**config.mk**
```make
export PLATFORM = sky130hd
export DESIGN_NAME = dpi_call_arbiter
export DESIGN_NICKNAME = d
export VERILOG_FILES = /design/src/rtl/dpi_call_pkg.sv /design/src/rtl/dpi_call_arbiter_rr.sv /design/src/rtl/dpi_call_arbiter.sv
export SDC_FILE = /design/constraint.sdc
export NUM_CORES = 1
export LEC_CHECK = 0
export CAP_MARGIN = 20
export CORE_ASPECT_RATIO = 0.6
export CORE_UTILIZATION = 55
export CTS_CLUSTER_SIZE = 40
export DETAILED_ROUTE_END_ITERATION = 7
export DONT_BUFFER_PORTS = 1
export HOLD_SLACK_MARGIN = 0.12
export PLACE_DENSITY = 0.81
export SYNTH_ARGS = -nofsm -noshare
export SYNTH_HDL_FRONTEND = slang
export SYNTH_SLANG_ARGS = --single-unit
```
**constraint.sdc**
```tcl
create_clock -name clk -period 4.8 [get_ports clk]
set_clock_uncertainty 0.15 [all_clocks]
set_input_delay 1.44 -clock clk [delete_from_list [all_inputs] [get_ports clk]]
set_output_delay 1.44 -clock clk [all_outputs]
set_load 0.01 [all_outputs]
```
**src/rtl/dpi_call_pkg.sv**
```systemverilog
//==============================================================================
// Module     : dpi_call_pkg
// Description: Shared types and constants for the DPI call arbiter.
//              - state_t    : arbiter FSM encoding (IDLE/ISSUE/WAIT/RETURN)
//              - DATA_W_DEF : default request payload width
//              - RES_W_DEF  : default call result width
//              - id_w(n)    : index width for n requesters, never below 1
// Revision   : 1.0 - initial release
//==============================================================================
`default_nettype none

package dpi_call_pkg;

   typedef enum logic [1:0] {
      ST_IDLE   = 2'd0,
      ST_ISSUE  = 2'd1,
      ST_WAIT   = 2'd2,
      ST_RETURN = 2'd3
   } state_t;

   localparam int DATA_W_DEF = 32;
   localparam int RES_W_DEF  = 32;

   // $clog2(1) is 0; an index port still needs at least one bit.
   function automatic int id_w(input int n);
      return ($clog2(n) < 1) ? 1 : $clog2(n);
   endfunction

endpackage

`default_nettype wire

```
**src/rtl/dpi_call_arbiter_rr.sv**
```systemverilog
//==============================================================================
// Module     : rr_arbiter
// Description: Combinational round-robin pick. The search starts one position
//              after the last grant and wraps modulo NUM_REQ.
// Ports      : i_req   [NUM_REQ-1:0] request vector
//              i_last  [ID_W-1:0]    index of the previous grant
//              o_grant [NUM_REQ-1:0] one-hot winner (0 when no request)
//              o_idx   [ID_W-1:0]    winner index (0 when no request)
//              o_any                 at least one request asserted
// Revision   : 1.0 - initial release
//==============================================================================
`default_nettype none

module rr_arbiter
   import dpi_call_pkg::*;
#(
   parameter int NUM_REQ = 4,
   parameter int ID_W    = id_w(NUM_REQ)
) (
   input  logic [NUM_REQ-1:0] i_req,
   input  logic [ID_W-1:0]    i_last,
   output logic [NUM_REQ-1:0] o_grant,
   output logic [ID_W-1:0]    o_idx,
   output logic               o_any
);

   // One extra bit so last+offset (at most 2*NUM_REQ-1) cannot overflow
   // before the modulo fold.
   localparam int CW = ID_W + 1;

   logic [CW-1:0] w_cand;
   logic          w_found;

   always_comb begin
      o_grant = '0;
      o_idx   = '0;
      w_found = 1'b0;
      w_cand  = '0;
      // Offset NUM_REQ lands back on i_last itself, so it has lowest priority.
      for (int k = 1; k <= NUM_REQ; k++) begin
         w_cand = {1'b0, i_last} + CW'(k);
         if (w_cand >= CW'(NUM_REQ)) begin
            w_cand = w_cand - CW'(NUM_REQ);
         end
         if (!w_found && i_req[w_cand[ID_W-1:0]]) begin
            w_found                   = 1'b1;
            o_idx                     = w_cand[ID_W-1:0];
            o_grant[w_cand[ID_W-1:0]] = 1'b1;
         end
      end
   end

   assign o_any = w_found;

endmodule

`default_nettype wire

```
**src/rtl/dpi_call_arbiter.sv**
```systemverilog
//==============================================================================
// Module     : dpi_call_arbiter
// Description: Shares one DPI call channel among NUM_REQ requesters. The
//              arbiter grants requesters round-robin and issues one call at a
//              time. It waits for the stub's response and returns the result
//              to the granted requester. Only one call is outstanding.
// Options    : DPI_CALL_ARB_TIMEOUT_EN - when defined, WAIT is bounded by
//              TIMEOUT cycles and a timed-out call returns rsp_timeout=1 with
//              a zero result. When undefined, WAIT has no bound and
//              o_rsp_timeout is tied to 0.
// Ports      : clk, rst_n (async, active-low)
//              i_req_valid/i_req_data/o_req_ready : requester side
//              o_call_valid/i_call_ready/o_call_id/o_call_data : call issue
//              i_resp_valid/i_resp_result/i_resp_done : stub response
//              o_rsp_valid/o_rsp_result/o_rsp_done/o_rsp_timeout : result
//              o_busy : FSM not in IDLE
// Revision   : 1.0 - initial release
//==============================================================================
`default_nettype none

module dpi_call_arbiter
   import dpi_call_pkg::*;
#(
   parameter int NUM_REQ = 4,
   parameter int DATA_W  = DATA_W_DEF,
   parameter int RES_W   = RES_W_DEF,
   parameter int TIMEOUT = 255
) (
   input  logic                      clk,
   input  logic                      rst_n,
   input  logic [NUM_REQ-1:0]        i_req_valid,
   input  logic [NUM_REQ*DATA_W-1:0] i_req_data,
   output logic [NUM_REQ-1:0]        o_req_ready,
   output logic                      o_call_valid,
   input  logic                      i_call_ready,
   output logic [id_w(NUM_REQ)-1:0]  o_call_id,
   output logic [DATA_W-1:0]         o_call_data,
   input  logic                      i_resp_valid,
   input  logic [RES_W-1:0]          i_resp_result,
   input  logic                      i_resp_done,
   output logic [NUM_REQ-1:0]        o_rsp_valid,
   output logic [RES_W-1:0]          o_rsp_result,
   output logic                      o_rsp_done,
   output logic                      o_rsp_timeout,
   output logic                      o_busy
);

   localparam int ID_W = id_w(NUM_REQ);

   state_t              r_state;
   state_t              w_state_nxt;
   logic [ID_W-1:0]     r_last;
   logic [ID_W-1:0]     r_id;
   logic [DATA_W-1:0]   r_data;
   logic [RES_W-1:0]    r_result;
   logic                r_done;

   logic [NUM_REQ-1:0]  w_grant;
   logic [ID_W-1:0]     w_idx;
   logic                w_any;
   logic [DATA_W-1:0]   w_sel_data;
   logic                w_timeout_hit;
   logic                w_accept;

   //---------------------------------------------------------------------------
   // Round-robin pick
   //---------------------------------------------------------------------------
   rr_arbiter #(
      .NUM_REQ (NUM_REQ),
      .ID_W    (ID_W)
   ) u_rr (
      .i_req   (i_req_valid),
      .i_last  (r_last),
      .o_grant (w_grant),
      .o_idx   (w_idx),
      .o_any   (w_any)
   );

   // Payload of the winner; the grant is one-hot so at most one slice matches.
   always_comb begin
      w_sel_data = '0;
      for (int i = 0; i < NUM_REQ; i++) begin
         if (w_grant[i]) begin
            w_sel_data = i_req_data[i*DATA_W +: DATA_W];
         end
      end
   end

   // req_ready is the grant itself, so any asserted request in IDLE completes
   // the handshake in that cycle.
   assign w_accept = (r_state == ST_IDLE) && w_any;

   //---------------------------------------------------------------------------
   // Optional WAIT-state timeout
   //---------------------------------------------------------------------------
`ifdef DPI_CALL_ARB_TIMEOUT_EN
   localparam int TO_W = (TIMEOUT > 255) ? 16 : 8;

   logic [TO_W-1:0] r_cnt;
   logic [TO_W-1:0] w_cnt_inc;
   logic            r_timeout;

   assign w_cnt_inc = r_cnt + TO_W'(1);

   // Fires in the WAIT cycle whose increment reaches TIMEOUT. The first WAIT
   // cycle sees r_cnt=0, so RETURN follows the TIMEOUT-th WAIT cycle.
   assign w_timeout_hit = (r_state == ST_WAIT) && (w_cnt_inc == TO_W'(TIMEOUT));

   always_ff @(posedge clk or negedge rst_n) begin
      if (!rst_n) begin
         r_cnt <= '0;
      end else if (r_state == ST_ISSUE) begin
         r_cnt <= '0;
      end else if (r_state == ST_WAIT) begin
         r_cnt <= w_cnt_inc;
      end
   end

   always_ff @(posedge clk or negedge rst_n) begin
      if (!rst_n) begin
         r_timeout <= 1'b0;
      end else if (r_state == ST_WAIT) begin
         if (i_resp_valid) begin
            r_timeout <= 1'b0;
         end else if (w_timeout_hit) begin
            r_timeout <= 1'b1;
         end
      end
   end

   assign o_rsp_timeout = r_timeout;
`else
   assign w_timeout_hit = 1'b0;
   assign o_rsp_timeout = 1'b0;
`endif

   //---------------------------------------------------------------------------
   // FSM: state register
   //---------------------------------------------------------------------------
   always_ff @(posedge clk or negedge rst_n) begin
      if (!rst_n) begin
         r_state <= ST_IDLE;
      end else begin
         r_state <= w_state_nxt;
      end
   end

   //---------------------------------------------------------------------------
   // FSM: next-state logic
   //---------------------------------------------------------------------------
   always_comb begin
      w_state_nxt = r_state;
      case (r_state)
         ST_IDLE: begin
            if (w_any) begin
               w_state_nxt = ST_ISSUE;
            end
         end
         ST_ISSUE: begin
            // A response coinciding with call_ready is not looked at here.
            if (i_call_ready) begin
               w_state_nxt = ST_WAIT;
            end
         end
         ST_WAIT: begin
            if (i_resp_valid || w_timeout_hit) begin
               w_state_nxt = ST_RETURN;
            end
         end
         ST_RETURN: begin
            w_state_nxt = ST_IDLE;
         end
         default: begin
            w_state_nxt = ST_IDLE;
         end
      endcase
   end

   //---------------------------------------------------------------------------
   // FSM: outputs
   //---------------------------------------------------------------------------
   always_comb begin
      o_req_ready  = '0;
      o_call_valid = 1'b0;
      o_rsp_valid  = '0;
      o_busy       = (r_state != ST_IDLE);
      case (r_state)
         ST_IDLE:   o_req_ready      = w_grant;
         ST_ISSUE:  o_call_valid     = 1'b1;
         ST_RETURN: o_rsp_valid[r_id] = 1'b1;
         default:   ;
      endcase
   end

   //---------------------------------------------------------------------------
   // Datapath registers
   //---------------------------------------------------------------------------
   always_ff @(posedge clk or negedge rst_n) begin
      if (!rst_n) begin
         r_last <= ID_W'(NUM_REQ - 1);
         r_id   <= '0;
         r_data <= '0;
      end else if (w_accept) begin
         r_last <= w_idx;
         r_id   <= w_idx;
         r_data <= w_sel_data;
      end
   end

   // Result registers hold their value until the next RETURN.
   always_ff @(posedge clk or negedge rst_n) begin
      if (!rst_n) begin
         r_result <= '0;
         r_done   <= 1'b0;
      end else if (r_state == ST_WAIT) begin
         if (i_resp_valid) begin
            r_result <= i_resp_result;
            r_done   <= i_resp_done;
         end else if (w_timeout_hit) begin
            r_result <= '0;
            r_done   <= 1'b0;
         end
      end
   end

   assign o_call_id    = r_id;
   assign o_call_data  = r_data;
   assign o_rsp_result = r_result;
   assign o_rsp_done   = r_done;

endmodule

`default_nettype wire

```
==> impl_metrics.ini <==
[routing]
drc_errors = 0
top_layer = met4
viasPerCell = 6.799
drt_iter0_markers = 295
wl_per_cell_um = 24.77
met2_wirelength_mm = 6.455
ant_nets = 0
wl_mm = 13.28
drt-pass1-iter-count = 5
via_count = 3644
wl_met1_mm = 5.560
met3_length_mm = 1.174

[cts]
cts_htree_levels = 3
ctsHoldBuffers = 0
clkSlewWorstSetupHoldPaths_ns = 0.06
clock_latency_ns = 0.31
clockRootBuffer = clkbuf_16
cts.sinks = 71
cts_buffer_depth = 2
cts_resized = 0
cts_setup_buffers = 0
cts_buffers = 9
cts_tree = built

[yosys]
synth_top_flop_cell = dfrtp_1
netlist_instances = 439
netlist_area_mm2 = 0.004529
synth-xor-area-share_pct = 0
netlist_top_cells_area = dfrtp_1 (38%), mux2_2 (14%), o221a_1 (7.5%)
synth_commonest_cells = nor2_1 (73), dfrtp_1 (69), mux2_2 (58)
synth_top_area_share_pct = 38.12
syn_nets = 620
synth.most_common_cell = nor2_1
ys_warn_count = 0
synth_edf_count = 0
yosys.area_share.adder_pct = 3.315
synth_area_leader_cell = dfrtp_1
synth_top_family_by_area = compound AO/OA/AOI/OAI gates
synth-simple-area-share_pct = 10.66
synth.area.mux_share_pct = 18.98
synthArstFlopShare_pct = 100.0
synth_cell_type_count = 50
yosysSeqAreaShare_pct = 39.28
synth_compound_area_share_pct = 21.96
ys_ff_latch = 71
syn_area_per_cell_um2 = 10.32

[die]
dieArea_mm2 = 0.008614
fp.dieW_um = 119.2
start_util_pct = 57.23
rows = 25
io_pins = 247
die_h_um = 72.29
coreArea_mm2 = 0.007914

[timing]
rsz0062_at_grt = no
period_share_pct = 95.71
hold_ws_ns = 0.4286
tightest_slew_ns = 0.7796
layout_min_cycle_time_ns = 4.594
fmax_mhz = 217.7
max-slew-margin-rel_pct = 47.91
worst_slack_ns = 0.2058
slew_viol_final = 0
hold_viol = 0
tns_ns = 0
setup_viol = 0

[placed_design]
gp_congestion = 0.8673
dp_hpwl_mm = 9.408
port_buffers = 0
placed_cells = 520
place_ws_ns = 0.2231

[layout]
multiInputGateArea_mm2 = 0.002544
seq_area_mm2 = 0.001779
fillers = 669
final_layout_size_suffix_gt1_share_pct = 23.83
layout.nets = 604
area.growth.synth_to_final_pct = 8.398
instances_no_fill = 536
insertedDiodeCount = 0

[critical_path]
critical_path_class = in -> out
worstPathArrival_ns = 3.00
rr_startpoint = r_last[1]
startpoint = i_req_valid[3]
required_ns = 3.21
worstPathMaxFanout = 11
cp-start-kind = primary input
r2r_slack_ns = 0.63
endpoint_kind = output pin

[outcome]
status = finished, final reports clean

[min_path]
hold_path.class = reg -> reg
min-delay-start = o_rsp_result[0]

[global_route]
overflow = 0
grt_pass1_vias = 3604
antenna_found_initial = 0
grt_pass1_wl_mm = 20.03
grt_max_degree = 72
track_usage_pct = 30.86

[power]
powerDensity_mw_per_mm2 = 878.2
leakagePower_nw = 2.002
ir_worst_vdd_mv = 0.3784

[run]
maxCapViolations = 0
[registers in the layout, indices dropped and copies added, names as in the netlist]
| name | cells |
|---|---|
| o_rsp_done | 1 |
| o_rsp_result | 32 |
| o_call_id | 2 |
| r_state | 2 |
| o_call_data | 32 |
| r_last | 2 |
[cell usage in the layout, fill, tap and decap left out, drive strengths merged, types with 3 or more instances in the layout]
cell type,n
nor2,73
dfrtp,69
mux2,65
a21oi,38
o31a,32
o221a,32
buf,14
nand2,13
ha,12
clkbuf,12
inv,11
mux2i,6
nor3,4
o21ai,4
mux4,3
and2,3
nor2b,3
or3b,3
[power breakdown]
part / internal [mW] / leakage (nW) / switching (mW)
Sequential: 0.935 / 0.820 / 0.405
Clock: 0.432 / 0.153 / 0.240
Combinational: 1.07 / 1.03 / 1.23
Total: 2.44 / 2.00 / 1.87
[area by class of cell]
| class | instances | area share, % |
|---|---|---|
| multi-input cells | 317 | 51.81 |
| flip-flops and latches | 71 | 36.24 |
| clock buffers | 12 | 5.224 |
| well taps | 108 | 2.752 |
| repair buffers | 14 | 2.141 |
| clock inverters | 4 | 1.070 |
| inverters | 10 | 0.7645 |
[layer usage]
layer  up-vias  GRT usage (%)
li1       1594              -
met1      1813          41.22
met2       227          50.45
met3        10          8.333
met4         0          7.595
met5         -              0
[final timing paths]
kind / end / depth (start not counted)
setup / recovery: o_req_ready[2] / 5
hold / removal: o_rsp_result[0] / 1
setup reg to reg: o_call_data[24] / 9
hold reg to reg: o_rsp_result[0] / 1
max in group asynchronous: r_last[1] / 0
min in group asynchronous: o_rsp_result[22] / 0
[stage by stage]
stage | cell area [um2] | utilization, % | power, mW
5_1_grt | 4910 | 62.04 | 4.573
4_1_cts | 4910 | 62.04 | 4.307
2_1_floorplan | 4532 | - | 3.084
3_3_place_gp | 4601 | 58.13 | 3.505
6_report | 4910 | 62.04 | 4.312
3_5_place_dp | 4601 | 58.13 | 3.626
[worst max-delay path, stage by stage]
cell      delay [ns]
nor2_1          0.38
nand4b_1        0.26
nand3_1         0.29
a221o_1         0.43
and2_1          0.21
[logic make-up (layout without fill, tap and decap cells)]
family,count (synthesis),in the layout
buf+inv,51,40
flops,71,71
simple gates,110,110
compound gates,120,120
other cells,1,1
mux,74,74
fa+ha+maj,12,12
No activity file was read; power rests on OpenSTA's default activity.
